==> config.mk <==
export PLATFORM = sky130hd
export DESIGN_NAME = riscv_dcache_fsm_flat
export DESIGN_NICKNAME = d
export VERILOG_FILES = /design/src/rtl/riscv_dcache_fsm_if.sv /design/src/rtl/riscv_dcache_fsm.sv /design/src/flat_wrapper.sv
export SDC_FILE = /design/constraint.sdc
export NUM_CORES = 1
export LEC_CHECK = 0
export CAP_MARGIN = 10
export CORE_ASPECT_RATIO = 1.25
export CORE_MARGIN = 2
export CORE_UTILIZATION = 26
export DETAILED_ROUTE_END_ITERATION = 8
export GPL_TIMING_DRIVEN = 0
export PLACE_DENSITY = 0.77
export SLEW_MARGIN = 30
export SYNTH_ARGS = -nofsm -noshare
export SYNTH_HDL_FRONTEND = slang
export SYNTH_SLANG_ARGS = --single-unit
==> constraint.sdc <==
create_clock -name clk -period 1.3 [get_ports clk]
set_input_delay 0.13 -clock clk [delete_from_list [all_inputs] [get_ports clk]]
set_output_delay 0.13 -clock clk [all_outputs]
set_load 0.01 [all_outputs]
==> src/rtl/riscv_dcache_fsm_if.sv <==
// riscv_dcache_fsm_if
//   Groups the core request, tag-array and main-memory handshake signals of
//   the data-cache controller.
//   master : the cache controller (consumes requests/flags, drives strobes)
//   slave  : the surrounding core / tag array / memory side
// Signals:
//   cpu_rden, cpu_wren       core load / store request
//   hit, dirty               tag array flags for the current index/tag
//   mem_ready                memory finished the current read or write
//   stall                    freezes the core pipeline
//   mem_wren, mem_rden       victim write-back / line-fill request
//   tag_sel                  1: memory address uses tag_old, 0: core tag
//   replace_tag              tag/valid/dirty write strobe to the tag array
//   set_valid, set_dirty     tag array valid_in / dirty_in
//   dcache_wren              write core store data into the data array
//   fill                     write memory line into the data array
interface riscv_dcache_fsm_if;
  logic cpu_rden;
  logic cpu_wren;
  logic hit;
  logic dirty;
  logic mem_ready;
  logic stall;
  logic mem_wren;
  logic mem_rden;
  logic tag_sel;
  logic replace_tag;
  logic set_valid;
  logic set_dirty;
  logic dcache_wren;
  logic fill;

  modport master (
    input  cpu_rden, cpu_wren, hit, dirty, mem_ready,
    output stall, mem_wren, mem_rden, tag_sel, replace_tag,
           set_valid, set_dirty, dcache_wren, fill
  );

  modport slave (
    output cpu_rden, cpu_wren, hit, dirty, mem_ready,
    input  stall, mem_wren, mem_rden, tag_sel, replace_tag,
           set_valid, set_dirty, dcache_wren, fill
  );
endinterface

==> src/rtl/riscv_dcache_fsm.sv <==
// riscv_dcache_fsm
//   Data-cache miss controller sitting downstream of the tag array. Stalls
//   the core on a miss, writes back a dirty victim, allocates the new line
//   and lets the request retry as a hit. Outputs are Mealy (state + inputs)
//   so tag-array strobes are stable through the high phase, ahead of the
//   array's negedge write.
// Ports:
//   clk         system clock (posedge)
//   rst         asynchronous active-high reset
//   bus         riscv_dcache_fsm_if.master (request, flags, strobes)
//   hit_count   saturating count of counted hit requests
//   miss_count  saturating count of miss requests
// Configuration:
//   DCACHE_PERF_CNT_EN  when defined, builds the hit/miss counters;
//                       otherwise both counters are tied to 0.
//
// state      | meaning
// -----------+-----------------------------------------------------------
// IDLE       | serve hits; detect misses and pick write-back or allocate
// WRITE_BACK | write dirty victim line to memory (tag_old address)
// ALLOCATE   | read new line from memory, fill and retag on mem_ready
module riscv_dcache_fsm #(
  parameter int CNT_W = 32
) (
  input  logic                 clk,
  input  logic                 rst,
  riscv_dcache_fsm_if.master   bus,
  output logic [CNT_W-1:0]     hit_count,
  output logic [CNT_W-1:0]     miss_count
);

  typedef enum logic [1:0] {
    IDLE       = 2'd0,
    WRITE_BACK = 2'd1,
    ALLOCATE   = 2'd2
  } state_t;

  state_t state_q;
  state_t state_d;

  logic req;
  logic is_store;

  assign req      = bus.cpu_rden | bus.cpu_wren;
  // A simultaneous load and store is handled as a store.
  assign is_store = bus.cpu_wren;

  always_ff @(posedge clk or posedge rst) begin
    if (rst) begin
      state_q <= IDLE;
    end else begin
      state_q <= state_d;
    end
  end

  always_comb begin
    state_d = state_q;
    case (state_q)
      IDLE: begin
        if (req && !bus.hit) begin
          state_d = bus.dirty ? WRITE_BACK : ALLOCATE;
        end
      end
      WRITE_BACK: begin
        if (bus.mem_ready) begin
          state_d = ALLOCATE;
        end
      end
      ALLOCATE: begin
        if (bus.mem_ready) begin
          state_d = IDLE;
        end
      end
      default: state_d = IDLE;
    endcase
  end

  always_comb begin
    bus.stall       = 1'b0;
    bus.mem_wren    = 1'b0;
    bus.mem_rden    = 1'b0;
    bus.tag_sel     = 1'b0;
    bus.replace_tag = 1'b0;
    bus.set_valid   = 1'b0;
    bus.set_dirty   = 1'b0;
    bus.dcache_wren = 1'b0;
    bus.fill        = 1'b0;
    case (state_q)
      IDLE: begin
        if (req) begin
          if (bus.hit) begin
            // Store hit rewrites the same tag with dirty set.
            if (is_store) begin
              bus.dcache_wren = 1'b1;
              bus.replace_tag = 1'b1;
              bus.set_valid   = 1'b1;
              bus.set_dirty   = 1'b1;
            end
          end else begin
            bus.stall = 1'b1;
          end
        end
      end
      WRITE_BACK: begin
        bus.stall    = 1'b1;
        bus.mem_wren = 1'b1;
        bus.tag_sel  = 1'b1;
      end
      ALLOCATE: begin
        bus.stall    = 1'b1;
        bus.mem_rden = 1'b1;
        // Fresh line is clean; a pending store marks it dirty on retry.
        if (bus.mem_ready) begin
          bus.fill        = 1'b1;
          bus.replace_tag = 1'b1;
          bus.set_valid   = 1'b1;
        end
      end
      default: ;
    endcase
  end

`ifdef DCACHE_PERF_CNT_EN
  logic             retry_q;
  logic [CNT_W-1:0] hit_cnt_q;
  logic [CNT_W-1:0] miss_cnt_q;

  // retry marks the post-allocate IDLE cycle so the re-evaluated request
  // is not counted a second time.
  always_ff @(posedge clk or posedge rst) begin
    if (rst) begin
      retry_q <= 1'b0;
    end else if (state_q == ALLOCATE && bus.mem_ready) begin
      retry_q <= 1'b1;
    end else if (state_q == IDLE) begin
      retry_q <= 1'b0;
    end
  end

  always_ff @(posedge clk or posedge rst) begin
    if (rst) begin
      hit_cnt_q  <= '0;
      miss_cnt_q <= '0;
    end else if (state_q == IDLE && req && !retry_q) begin
      if (bus.hit) begin
        if (hit_cnt_q != '1) begin
          hit_cnt_q <= hit_cnt_q + 1'b1;
        end
      end else begin
        if (miss_cnt_q != '1) begin
          miss_cnt_q <= miss_cnt_q + 1'b1;
        end
      end
    end
  end

  assign hit_count  = hit_cnt_q;
  assign miss_count = miss_cnt_q;
`else
  assign hit_count  = '0;
  assign miss_count = '0;
`endif

endmodule
==> src/flat_wrapper.sv <==
// flat-port wrapper written by rule: the top's interface ports become plain ports
module riscv_dcache_fsm_flat 
#(
  parameter int CNT_W = 32
)
  (clk, rst, hit_count, miss_count, bus_cpu_rden, bus_cpu_wren, bus_hit, bus_dirty, bus_mem_ready, bus_stall, bus_mem_wren, bus_mem_rden, bus_tag_sel, bus_replace_tag, bus_set_valid, bus_set_dirty, bus_dcache_wren, bus_fill);
  riscv_dcache_fsm_if bus_i ();
  input  logic clk;
  input  logic rst;
  output logic [CNT_W-1:0] hit_count;
  output logic [CNT_W-1:0] miss_count;
  input wire logic [$bits(bus_i.cpu_rden)-1:0] bus_cpu_rden;
  input wire logic [$bits(bus_i.cpu_wren)-1:0] bus_cpu_wren;
  input wire logic [$bits(bus_i.hit)-1:0] bus_hit;
  input wire logic [$bits(bus_i.dirty)-1:0] bus_dirty;
  input wire logic [$bits(bus_i.mem_ready)-1:0] bus_mem_ready;
  output wire logic [$bits(bus_i.stall)-1:0] bus_stall;
  output wire logic [$bits(bus_i.mem_wren)-1:0] bus_mem_wren;
  output wire logic [$bits(bus_i.mem_rden)-1:0] bus_mem_rden;
  output wire logic [$bits(bus_i.tag_sel)-1:0] bus_tag_sel;
  output wire logic [$bits(bus_i.replace_tag)-1:0] bus_replace_tag;
  output wire logic [$bits(bus_i.set_valid)-1:0] bus_set_valid;
  output wire logic [$bits(bus_i.set_dirty)-1:0] bus_set_dirty;
  output wire logic [$bits(bus_i.dcache_wren)-1:0] bus_dcache_wren;
  output wire logic [$bits(bus_i.fill)-1:0] bus_fill;
  assign bus_i.cpu_rden = bus_cpu_rden;
  assign bus_i.cpu_wren = bus_cpu_wren;
  assign bus_i.hit = bus_hit;
  assign bus_i.dirty = bus_dirty;
  assign bus_i.mem_ready = bus_mem_ready;
  assign bus_stall = bus_i.stall;
  assign bus_mem_wren = bus_i.mem_wren;
  assign bus_mem_rden = bus_i.mem_rden;
  assign bus_tag_sel = bus_i.tag_sel;
  assign bus_replace_tag = bus_i.replace_tag;
  assign bus_set_valid = bus_i.set_valid;
  assign bus_set_dirty = bus_i.set_dirty;
  assign bus_dcache_wren = bus_i.dcache_wren;
  assign bus_fill = bus_i.fill;
  riscv_dcache_fsm #(.CNT_W(CNT_W)) u_core (.clk(clk), .rst(rst), .bus(bus_i), .hit_count(hit_count), .miss_count(miss_count));
endmodule
==> reports/qor.csv <==
metric,value,unit
crit_top_cell,buf_6,
seqPwrFrac,7.9,%
ys_seq_area_share,6.57,%
die_y,64.5,um
vias,638,
fillers,269,
synth_cell_type_count,17,
power,1650,uW
top_regs,u_core.state_q x2,
io_pins,80,
stdcell_area,0.00139,mm^2
pwr-share-clk,8.2,%
die_w,52.4,um
r2r_cells,7,
routedWlPerCell,6.24,um
worstPathCellList,inv_4 > buf_12 > ha_4 > and3_4 > a21o_1 > buf_6 > buf_6,
top_register,u_core.state_q,
critPathMaxStageDelay,380,ps
crit_family,buffers and inverters,
internal-power,1010,uW
syn_avg_cell_area,8.02,um^2
syn_area,762,um^2
critPathBufInv,4,
drt-initial-drc-count,2,
hp-class,input pin to asynchronous set/reset pin,
largest_reg_flops,2,
finalCritPeriodShare,129,%
syn_to_final_growth,82.4,%
placed_cell_area,0.00122,mm^2
dp_slack,-466,ps
synth_ff_type,dfrtp_1,
insertion_delay,220,ps
routed_wl,1380,um
postCtsHoldBufs,0,
max-cap-violations,0,
synth_seq_cells,2,
synth_enable_flop_cells,0,
worstReg2RegEnd,u_core.state_q[1],
nets,202,
firstDrtPassIters,2,
dp_hpwl,1170,um
drive_gt1_share,55.1,%
drc,0,
fin_worst_skew,0.0663,ps
diodes,0,
setup_tns,-1620,ps
status,finished with violations,
cts_tree,done,
p_sw,648,uW
netlist_instances,95,
grt-ovfl-total,0,
cts_buffers,3,
grt_setup_unrepaired,true,
finalHoldViolCount,0,
cp.required,1170,ps
r2r_start,u_core.state_q[0],
die_area,0.00338,mm^2
final_common_cell,buf_4,
mostFrequentLayoutCells,"buf_4, conb_1, buf_6",
drt-vias-per-instance,2.89,
clkSinkCount,2,
clockBufferDepth,2,
finalWorstPathRequiredPeriod,1680,ps
htreeDepth,1,
ant_nets,0,
setup.worst_path.class,flip-flop to output port,
synthArstFlopShare,100,%
worstSetupStartpointType,flip-flop,
combinationalPowerShare,83.8,%
p_leak,0.000872,uW
crit_path_end_kind,output port,
peakVddDrop,0.000721,V
grt_pass1_vias,502,
grt_usage,7.89,%
crit_slowest_cell,dfrtp_1,
crit_arrival,1550,ps
start_util,27.9,%
worst-path-max-fanout,4,
core,0.00273,mm^2
p_per_area,1190,mW/mm^2
rows,21,
reg2reg_slack,20,ps
swShare,39.2,%
cts_root_buf,clkbuf_4,
antenna_found_initial,0,
violations,setup timing,
grt_start_max_net_pins,5,
grt_pass1_wl,2010,um
ys_warn_count,0,
fmax,596,MHz
port_buffers,15,
gp_congestion,0.724,
drv_slew,0,
setup_violations,7,
path_clk_slew,30,ps
timing.final.ws_setup,-378,ps
## synth_stat cells, types with 2 or more instances
master,n,share of area [%]
buf_4,67,66
ha_1,6,9.9
inv_1,5,2.5
a21oi_1,2,1.3
dfrtp_1,2,6.6
nand2_1,2,0.99
## cell families (layout without fill, tap and decap cells)
| group | after synthesis | count (layout) | synth area share, % |
|---|---|---|---|
| AO/OA/AOI/OAI | 7 | 7 | 9.20 |
| adder cells (fa/ha/maj) | 6 | 6 | 9.85 |
| buffers and inverters | 72 | 101 | 68.5 |
| flip-flops | 2 | 2 | 6.57 |
| multiplexers | 1 | 1 | 1.31 |
| other | 1 | 64 | 0.492 |
| AND/OR/NAND/NOR | 6 | 6 | 4.11 |
## layer usage
layer  vias up  GRT usage, %  share of wire, %
li1        348             -                 -
met1       240          6.71                25
met2        50          14.4                54
met3         0          3.46                21
met4         0          4.81                 0
met5         -             0                 0
## through the flow
stage          utilization, %  cells  hold WS [ps]
6_report                 50.9    221          56.5
4_1_cts                  47.9    215          44.3
2_1_floorplan               -    158          -129
3_3_place_gp             44.6    207           288
3_5_place_dp             44.6    207           286
5_1_grt                  50.9    221          81.1
## cell type report
class / instances / area (um^2) / area share, %
buffer: 67 / 514 / 37.0
multi-input combinational: 84 / 484 / 34.8
timing repair buffer: 26 / 251 / 18.1
sequential: 2 / 51.3 / 3.69
tap: 34 / 42.5 / 3.06
inverter: 5 / 23.8 / 1.71
clock buffer: 3 / 22.5 / 1.62
## worst max-delay path by stage
stage	startpoint	endpoint	slack, ps	depth (start not counted)
CTS	u_core.state_q[0]	bus_set_valid	-360	7
finish	u_core.state_q[0]	bus_set_valid	-380	7
global route	u_core.state_q[0]	bus_set_valid	-440	7
global placement	u_core.state_q[0]	bus_set_valid	-450	6
detailed placement	u_core.state_q[0]	bus_set_valid	-470	6
floorplan	u_core.state_q[0]	bus_set_valid	3	5
## power by group through the flow
stage | combinational (uW) | clock (uW) | sequential (uW)
global placement | 999 | 0 | 125
floorplan | 706 | 0 | 120
detailed placement | 1010 | 0 | 126
CTS | 1170 | 147 | 127
finish | 1390 | 136 | 131
global route | 1510 | 152 | 136
## repair_timing
item | 4_1_cts | 5_1_grt
setup buffers | 5 | 6
resized for setup | 44 | 7
endpoints found under the setup margin | 11 | 11
hold endpoints to repair | 0 | 0
pin swaps | 5 | 5
(Power assumes the default switching activity.)
